File: config.mk
export PLATFORM = sky130hd
export DESIGN_NAME = csr_ctrl
export DESIGN_NICKNAME = d
export VERILOG_FILES = /design/src/rtl/csr_ctrl_pkg.sv /design/src/rtl/csr_rmw.sv /design/src/rtl/csr_ctrl.sv
export SDC_FILE = /design/constraint.sdc
export NUM_CORES = 1
export LEC_CHECK = 0
export BUFFER_PORTS_ARGS = -buffer_cell sky130_fd_sc_hd__buf_2
export CAP_MARGIN = 20
export CORE_UTILIZATION = 40
export DETAILED_ROUTE_END_ITERATION = 10
export GPL_ROUTABILITY_DRIVEN = 0
export PLACE_DENSITY = 0.62
export SETUP_SLACK_MARGIN = 0.05
export SLEW_MARGIN = 20
export SYNTH_ARGS = -nofsm -noshare
export SYNTH_HDL_FRONTEND = slang
export SYNTH_HIERARCHICAL = 1
export SYNTH_SLANG_ARGS = --single-unit
File: constraint.sdc
create_clock -name clk_in -period 2.32 [get_ports clk_in]
set_input_delay 0.232 -clock clk_in [delete_from_list [all_inputs] [get_ports clk_in]]
set_output_delay 0.232 -clock clk_in [all_outputs]
set_load 0.005 [all_outputs]
File: src/rtl/csr_ctrl_pkg.sv
// Shared constants and types for the CSR sequencing controller.
// Machine CSR addresses, op encodings, mstatus bit positions, FSM states.
package csr_ctrl_pkg;

   localparam logic [11:0] CSR_MSTATUS = 12'h300;
   localparam logic [11:0] CSR_MTVEC   = 12'h305;
   localparam logic [11:0] CSR_MEPC    = 12'h341;
   localparam logic [11:0] CSR_MCAUSE  = 12'h342;

   localparam int MIE_BIT  = 3;
   localparam int MPIE_BIT = 7;

   typedef enum logic [1:0] {
      OP_RW  = 2'b00,
      OP_RS  = 2'b01,
      OP_RC  = 2'b10,
      OP_RSV = 2'b11
   } csr_op_e;

   typedef enum logic [3:0] {
      IDLE,
      I_RD,
      I_WR,
      T_TVEC,
      T_EPC,
      T_CAUSE,
      T_SRD,
      T_SWR,
      M_EPC,
      M_SRD,
      M_SWR
   } state_e;

endpackage

File: src/rtl/csr_rmw.sv
// Read-modify-write datapath for CSRRW/CSRRS/CSRRC.
// Reserved op acts as CSRRW with the write suppressed.
module csr_rmw
   import csr_ctrl_pkg::*;
#(
   parameter int XLEN = 32
) (
   input  csr_op_e         op_i,
   input  logic [XLEN-1:0] old_i,
   input  logic [XLEN-1:0] src_i,
   input  logic            nowr_i,
   output logic [XLEN-1:0] wdata_o,
   output logic            we_o
);

   always_comb begin
      wdata_o = src_i;
      we_o    = 1'b0;
      unique case (op_i)
         OP_RW: we_o = 1'b1;
         OP_RS: begin
            wdata_o = old_i | src_i;
            we_o    = !nowr_i;
         end
         OP_RC: begin
            wdata_o = old_i & ~src_i;
            we_o    = !nowr_i;
         end
         default: we_o = 1'b0;
      endcase
   end

endmodule

File: src/rtl/csr_ctrl.sv
// Sequences CSR instructions, trap entry and MRET over a single
// CSR file port pair; one CSR access per cycle.
module csr_ctrl
   import csr_ctrl_pkg::*;
#(
   parameter int XLEN   = 32,
   parameter int CSR_AW = 12
) (
   input  logic              clk_in,
   input  logic              rst_in,
   input  logic              rdy_in,
   input  logic              instr_valid,
   input  logic [1:0]        instr_op,
   input  logic [CSR_AW-1:0] instr_addr,
   input  logic [XLEN-1:0]   instr_src,
   input  logic              instr_nowr,
   output logic              instr_done,
   output logic [XLEN-1:0]   instr_rdata,
   input  logic              trap_req,
   input  logic [XLEN-1:0]   trap_pc,
   input  logic [XLEN-1:0]   trap_cause,
   output logic              trap_ack,
   input  logic              mret_req,
   output logic              redirect_valid,
   output logic [XLEN-1:0]   redirect_pc,
   output logic              busy,
   output logic              csr_we,
   output logic [CSR_AW-1:0] csr_waddr,
   output logic [XLEN-1:0]   csr_wdata,
   output logic              csr_re,
   output logic [CSR_AW-1:0] csr_raddr,
   input  logic [XLEN-1:0]   csr_rdata
);

   localparam logic [CSR_AW-1:0] A_MSTATUS = CSR_AW'(CSR_MSTATUS);
   localparam logic [CSR_AW-1:0] A_MTVEC   = CSR_AW'(CSR_MTVEC);
   localparam logic [CSR_AW-1:0] A_MEPC    = CSR_AW'(CSR_MEPC);
   localparam logic [CSR_AW-1:0] A_MCAUSE  = CSR_AW'(CSR_MCAUSE);

   state_e            state_q, state_d;
   csr_op_e           op_q, op_d;
   logic [CSR_AW-1:0] addr_q, addr_d;
   logic [XLEN-1:0]   src_q, src_d;
   logic              nowr_q, nowr_d;
   logic [XLEN-1:0]   old_q, old_d;
   logic [XLEN-1:0]   pc_q, pc_d;
   logic [XLEN-1:0]   cause_q, cause_d;
   logic [XLEN-1:0]   tvec_q, tvec_d;
   logic [XLEN-1:0]   st_q, st_d;
   logic [XLEN-1:0]   epc_q, epc_d;

   logic [XLEN-1:0]   rmw_wdata;
   logic              rmw_we;
   logic [XLEN-1:0]   st_trap, st_mret;

   csr_rmw #(.XLEN(XLEN)) u_rmw (
      .op_i    (op_q),
      .old_i   (old_q),
      .src_i   (src_q),
      .nowr_i  (nowr_q),
      .wdata_o (rmw_wdata),
      .we_o    (rmw_we)
   );

   always_comb begin
      st_trap           = st_q;
      st_trap[MPIE_BIT] = st_q[MIE_BIT];
      st_trap[MIE_BIT]  = 1'b0;
      st_mret           = st_q;
      st_mret[MIE_BIT]  = st_q[MPIE_BIT];
      st_mret[MPIE_BIT] = 1'b1;
   end

   assign busy        = (state_q != IDLE);
   assign instr_rdata = old_q;

   always_comb begin
      state_d        = state_q;
      op_d           = op_q;
      addr_d         = addr_q;
      src_d          = src_q;
      nowr_d         = nowr_q;
      old_d          = old_q;
      pc_d           = pc_q;
      cause_d        = cause_q;
      tvec_d         = tvec_q;
      st_d           = st_q;
      epc_d          = epc_q;
      csr_we         = 1'b0;
      csr_waddr      = '0;
      csr_wdata      = '0;
      csr_re         = 1'b0;
      csr_raddr      = '0;
      instr_done     = 1'b0;
      trap_ack       = 1'b0;
      redirect_valid = 1'b0;
      redirect_pc    = '0;
      if (rdy_in) begin
         unique case (state_q)
            IDLE: begin
               if (trap_req) begin
                  trap_ack = 1'b1;
                  pc_d     = trap_pc;
                  cause_d  = trap_cause;
                  state_d  = T_TVEC;
               end else if (mret_req) begin
                  state_d = M_EPC;
               end else if (instr_valid) begin
                  op_d    = csr_op_e'(instr_op);
                  addr_d  = instr_addr;
                  src_d   = instr_src;
                  nowr_d  = instr_nowr;
                  state_d = I_RD;
               end
            end
            I_RD: begin
               csr_re    = 1'b1;
               csr_raddr = addr_q;
               old_d     = csr_rdata;
               state_d   = I_WR;
            end
            I_WR: begin
               csr_we     = rmw_we;
               csr_waddr  = addr_q;
               csr_wdata  = rmw_wdata;
               instr_done = 1'b1;
               state_d    = IDLE;
            end
            T_TVEC: begin
               csr_re    = 1'b1;
               csr_raddr = A_MTVEC;
               tvec_d    = csr_rdata;
               state_d   = T_EPC;
            end
            T_EPC: begin
               csr_we    = 1'b1;
               csr_waddr = A_MEPC;
               csr_wdata = pc_q;
               state_d   = T_CAUSE;
            end
            T_CAUSE: begin
               csr_we    = 1'b1;
               csr_waddr = A_MCAUSE;
               csr_wdata = cause_q;
               state_d   = T_SRD;
            end
            T_SRD: begin
               csr_re    = 1'b1;
               csr_raddr = A_MSTATUS;
               st_d      = csr_rdata;
               state_d   = T_SWR;
            end
            T_SWR: begin
               csr_we         = 1'b1;
               csr_waddr      = A_MSTATUS;
               csr_wdata      = st_trap;
               redirect_valid = 1'b1;
               redirect_pc    = {tvec_q[XLEN-1:2], 2'b00};
               state_d        = IDLE;
            end
            M_EPC: begin
               csr_re    = 1'b1;
               csr_raddr = A_MEPC;
               epc_d     = csr_rdata;
               state_d   = M_SRD;
            end
            M_SRD: begin
               csr_re    = 1'b1;
               csr_raddr = A_MSTATUS;
               st_d      = csr_rdata;
               state_d   = M_SWR;
            end
            M_SWR: begin
               csr_we         = 1'b1;
               csr_waddr      = A_MSTATUS;
               csr_wdata      = st_mret;
               redirect_valid = 1'b1;
               redirect_pc    = epc_q;
               state_d        = IDLE;
            end
            default: state_d = IDLE;
         endcase
      end
   end

   // Stalling on rdy_in simply skips the register update.
   always_ff @(posedge clk_in or negedge rst_in) begin
      if (!rst_in) begin
         state_q <= IDLE;
         op_q    <= OP_RW;
         addr_q  <= '0;
         src_q   <= '0;
         nowr_q  <= 1'b0;
         old_q   <= '0;
         pc_q    <= '0;
         cause_q <= '0;
         tvec_q  <= '0;
         st_q    <= '0;
         epc_q   <= '0;
      end else if (rdy_in) begin
         state_q <= state_d;
         op_q    <= op_d;
         addr_q  <= addr_d;
         src_q   <= src_d;
         nowr_q  <= nowr_d;
         old_q   <= old_d;
         pc_q    <= pc_d;
         cause_q <= cause_d;
         tvec_q  <= tvec_d;
         st_q    <= st_d;
         epc_q   <= epc_d;
      end
   end

endmodule

; Word level (Yosys, flattened, before mapping)
; Index checks and enable logic that the tools add are counted.
[totals]
output_inout_bits = 126
latch_bits = 0
register_bits = 243
memories = 0
input_bits = 149
elab_cells = 70
mem_bits_rw = 0
mem_bits_ro = 0
[classes]
mux = 25
div_mod_pow = 0
order_cmp = 0
mul = 0
add_sub_neg = 0
n_bitwise = 5
reduce_logical = 16
shifts = 0
n_eq_ne = 13
[op_table]
columns = cell, count
row1 = $pmux 32 s5, 1
row2 = $pmux 32 s2, 2
row3 = $pmux 12 s4, 2
row4 = $mux 32, 2
row5 = $and 32x32->32, 1
row6 = $not 32->32, 1
row7 = $or 32x32->32, 1
row8 = $pmux 4 s8, 1
row9 = $mux 12, 2
row10 = $eq 4x3->1 const B, 4
row11 = $eq 4x4->1 const B, 3
row12 = $mux 4, 3
row13 = $mux 1, 10
row14 = $reduce_and 2->1, 5
row15 = $eq 4x2->1 const B, 2
row16 = $reduce_or 2->1, 3
row17 = $reduce_and 5->1, 1
row18 = $reduce_or 5->1, 1
row19 = $eq 4x1->1 const B, 1
row20 = $logic_not 4->1, 1
row21 = $ne 4x4->1 const B, 1
row22 = $pmux 1 s2, 2
row23 = $reduce_bool 4->1, 1
row24 = $reduce_or 4->1, 1
row25 = 6 further kinds, 7

; Logic depth before layout (Yosys ltp)
[logic_depth]
word_depth = 5
ltp_mapped = 9
depth_no_buf = 7

; Hierarchy
; The synthesis kept the hierarchy.
[modules_own_cells]
columns = mod, instances, area_per_inst_um2, cells_per_inst
row1 = csr_ctrl, 1, 10830.4, 815
row2 = csr_rmw, 1, 802.0, 118

; Least setup slack after synthesis
; No wires, ideal clock.
[synth_timing]
path_type = register to output
start = reg op_q[0]
end = out csr_wdata[0]
t_required_ns = 2.088
slack_ns = 0.331
path_buffers = 2
arrival_ns = 1.757
path_stages_with_launch = 10
path_cell_list = dfrtp_1 > inv_1 > ha_1 > buf_6 > and2b_4 > buf_6 > a21oi_2 > a22oi_1 > or2_2 > a21oi_1
[synth_between]
elab_chain_cells = 4
word_cells_on_any_way = 5
[synth_lines]
columns = item, line_no
row1 = "start, declared", csr_ctrl.sv:41  ; csr_op_e op_q, op_d;
row2 = "start signal, assigned", csr_ctrl.sv:202  ; op_q <= op_d;
row3 = $eq 2x2->1 or $eq 2x1->1 (tied branches), csr_rmw.sv:19  ; unique case (op_i)
row4 = $pmux 32 s2 (*), csr_rmw.sv:19
row5 = net rmw_wdata[0], csr_ctrl.sv:52  ; logic [XLEN-1:0] rmw_wdata;
row6 = $pmux 32 s5 (*), csr_ctrl.sv:99  ; unique case (state_q)
row7 = $mux 32 (*), csr_ctrl.sv:98  ; if (rdy_in) begin
row8 = "end, declared", csr_ctrl.sv:29  ; output logic [XLEN-1:0] csr_wdata,
; The timed path passes the listed nets; every way through them passes the cells marked *.

; Final worst setup path
[layout_timing]
start = reg op_q[0]
end = out csr_wdata[9]
; The elaborated chain is that of the path after synthesis.

==> results by group <==
Outcome
  – Status: finished, violations left
  – Violated checks: setup timing

Finish
  – Final nets: approximately 1600
  – Synth-to-Final Area Change: 51.0%
  – Layout cells sized above 1: 50.6%
  – FF/Latch Area: just over 0.006 mm^2
  – Layout Cells excl Fill: about 1800
  – Final Util: 61.3%
  – Area of the multi-input gates: 0.00557 mm^2
  – Fillers: about 2300

STA
  – Crit share post-route: 113%
  – Unrepaired setup endpoints after global routing: yes
  – Final setup violation count: slightly above 60
  – Worst-margin pin slew: 0.604 ns
  – Final Max Tran Viols: 0
  – Minimum clock period: 2.63 ns
  – Slew headroom: 59.7%
  – Fin. Hold Viols: 0
  – F_max: 0.380 GHz
  – Hold Slack: around 0.026 ns
  – Setup Skew: 0.0156 ns
  – Setup ws final: -0.312 ns

Synthesis
  – Post-synth net total: around 1100
  – Yosys warns: 6
  – Prevailing post-synth register cell: dfrtp_1
  – Synth Register Bits: around 240
  – Most frequent cell after synthesis: dfrtp_1
  – Commonest cells post-synth: dfrtp_1, mux2_2, a21oi_1
  – Synth cell types: 47
  – Synth top area cells: dfrtp_1, mux2_2, mux2_1, a22oi_1, a21oi_1
  – Cells after Synth: 933
  – Mapped Area: around 0.012 mm^2
  – Avg Inst Size Synth: ~12 um^2
  – Post-synth top area share: 51.8%
  – Synth async-reset ratio: 100%
  – Area leader, netlist: dfrtp_1
  – Number of synthesized flops with an enable pin: 0
  – Sequential cell area fraction in the yosys report: 51.8%

Worst setup path
  – Critical path class: register to primary output
  – Critical Path AT: 2.40 ns
  – CP max FO: 5
  – Critical path capture point type: primary output
  – R2R Setup Slk: around 0.10 ns
  – CP required: 2.09 ns
  – Crit start category: register

Floorplan
  – Die X-Extent: around 170 um
  – I/O Pins: roughly 280
  – Die Y: between 150 and 200 um
  – Die footprint: about 0.030 mm^2
  – Initial Util: 40.6%
  – Core Rows: 62
  – Core footprint: approximately 0.029 mm^2

Power and ir drop
  – PwrDens: around 1200 mW/mm^2
  – Tot Pwr: 0.0210 W
  – Sequential share of power: a little over a third
  – VDD IR-drop max: approximately 0.63 mV
  – Clock Power Share: between 20% and 30%
  – Sw Share: 34.9%
  – Sw power: 0.00732 W
  – Combinational share of power: between 40% and 50%
  – Int Pwr: around 0.014 W
  – Static Leakage: 8.05 nW

Routing
  – Total Wirelength: around 40000 um
  – # DRC: 0
  – DRT Pass-1 Iters: 6
  – Routed len/inst: between 20 and 25 um
  – Vias: approximately 9700
  – Via density: between 5 and 6
  – Antenna-violating nets left: 0
  – Initial drt markers: approximately 660

Clock network
  – Clock root cell: clkbuf_16
  – Num CTS Buffers: 27
  – CTS sink cnt: 241
  – CTS tree: done
  – Maximum buffer depth of the clock tree: 3
  – Skew-Pair Late Insertion Delay: 0.54 ns
  – CTS H-tree lvls: 1
  – CTS clk-pin slew, worst paths: ~0.060 ns

Global route
  – Vias in the first global route: 10100
  – Overflow after GRT: 0
  – Total GRT Usage: about a quarter
  – Largest net degree at the start of global routing: just under 70
  – First-pass GRT wire length: 58600 um
  – Antenna violations before repair: 0

Placed design
  – Buffers on Ports: approximately 270
  – Hpwl dp: about 23000 um
  – # placed instances: between 1500 and 2000

Hold path
  – Worst min-delay path class: input pin to register

Flow run
  – MaxCap Viol Count: 0
==> area by class of cell <==
class / count / area share, %
antenna: 1 / 0.0143
clock buffer: 42 / 4.45
clock inverter: 7 / 0.648
inverter: 7 / 0.171
multi-input combinational: 615 / 31.7
sequential: 241 / 34.4
tap: 384 / 2.74
timing repair buffer: 538 / 25.9
==> per-stage QoR <==
step | setup TNS [ns] | area [um^2] | setup WS [ns]
floorplan | 0 | 11600 | 0.331
global placement | 0 | 13800 | 0.138
detailed placement | 0 | 13800 | 0.126
CTS | -10.61 | 16900 | -0.337
global route | -15.16 | 17600 | -0.415
finish | -9.35 | 17600 | -0.312
==> cell families after synthesis <==
| logic type | after synthesis | share of synthesized area, % |
|---|---|---|
| adders and majority gates | 4 | 0.430 |
| muxes | 239 | 23.1 |
| AOI/OAI and AO/OA | 223 | 13.2 |
| and+or+nand+nor | 147 | 7.54 |
| DFF | 241 | 51.8 |
| xor gates and xnor gates | 1 | 0.0753 |
| buffers and inverters | 78 | 3.78 |
==> cells in the final DEF, fill, tap and decap left out, types with 6 or more instances in the layout <==
| cell type | n |
|---|---|
| or2_1 | 13 |
| nand2_1 | 6 |
| buf_12 | 29 |
| dlygate4sd3_1 | 142 |
| and2_4 | 9 |
| buf_2 | 262 |
| a21oi_1 | 53 |
| and2_1 | 8 |
| a22o_1 | 31 |
| a22oi_1 | 61 |
| buf_16 | 8 |
| buf_8 | 7 |
| buf_4 | 49 |
| mux2_2 | 188 |
| nand2b_1 | 38 |
| nor2_4 | 7 |
| dfrtp_1 | 238 |
| buf_6 | 35 |
| clkbuf_1 | 10 |
| mux2_1 | 50 |
| nor2_1 | 12 |
| a21oi_2 | 44 |
| clkbuf_16 | 33 |
| or2_0 | 12 |
==> path summary, 6_finish.rpt <==
kind / startpoint / end / cells past startpoint
min: csr_rdata[1] / st_q[1] / 2
max: op_q[0] / csr_wdata[9] / 9
min reg2reg: pc_q[10] / pc_q[10] / 1
min in group asynchronous: rst_in / tvec_q[8] / 2
max in group asynchronous: rst_in / pc_q[19] / 3
max reg2reg: state_q[2] / pc_q[28] / 7
==> worst max-delay path, cell delays in order (launching register included) <==
cell	delay, ns
dfrtp_1	0.40
inv_2	0.10
ha_4	0.23
and2b_4	0.23
buf_12	0.16
a21oi_2	0.12
a22oi_1	0.09
or2_1	0.26
a21oi_2	0.14
buf_2	0.13
==> power by group through the flow <==
stage	Sequential [W]	Clock, W	Combinational, W
global route	0.00749	0.00464	0.00994
global placement	0.00723	0	0.00697
CTS	0.00720	0.00446	0.00842
floorplan	0.00691	0	0.00462
detailed placement	0.00728	0	0.00710
finish	0.00727	0.00438	0.00932
==> what timing repair did <==
action	4_1_cts	5_1_grt
resized for setup	87	80
pin swaps	21	34
endpoints found under the hold margin	290	0
endpoints found under the setup margin	86	138
hold buffers	142	0
buffers inserted	33	19
gates cloned	9	8
==> registers in the layout (all words and copies together) (netlist names) <==
register	flops
pc_q	32
addr_q	12
st_q	32
instr_rdata	32
state_q	4
tvec_q	30
cause_q	32
src_q	32
nowr_q	1
epc_q	32
op_q	2
==> metal layers <==
metal | global-route usage [%] | share of wire [%]
met1 | 34.2 | 44
met4 | 5.43 | 1.4
met3 | 4.60 | 5.7
met2 | 42.3 | 49
met5 | 0 | 0
No activity file was read; power rests on OpenSTA's default activity.
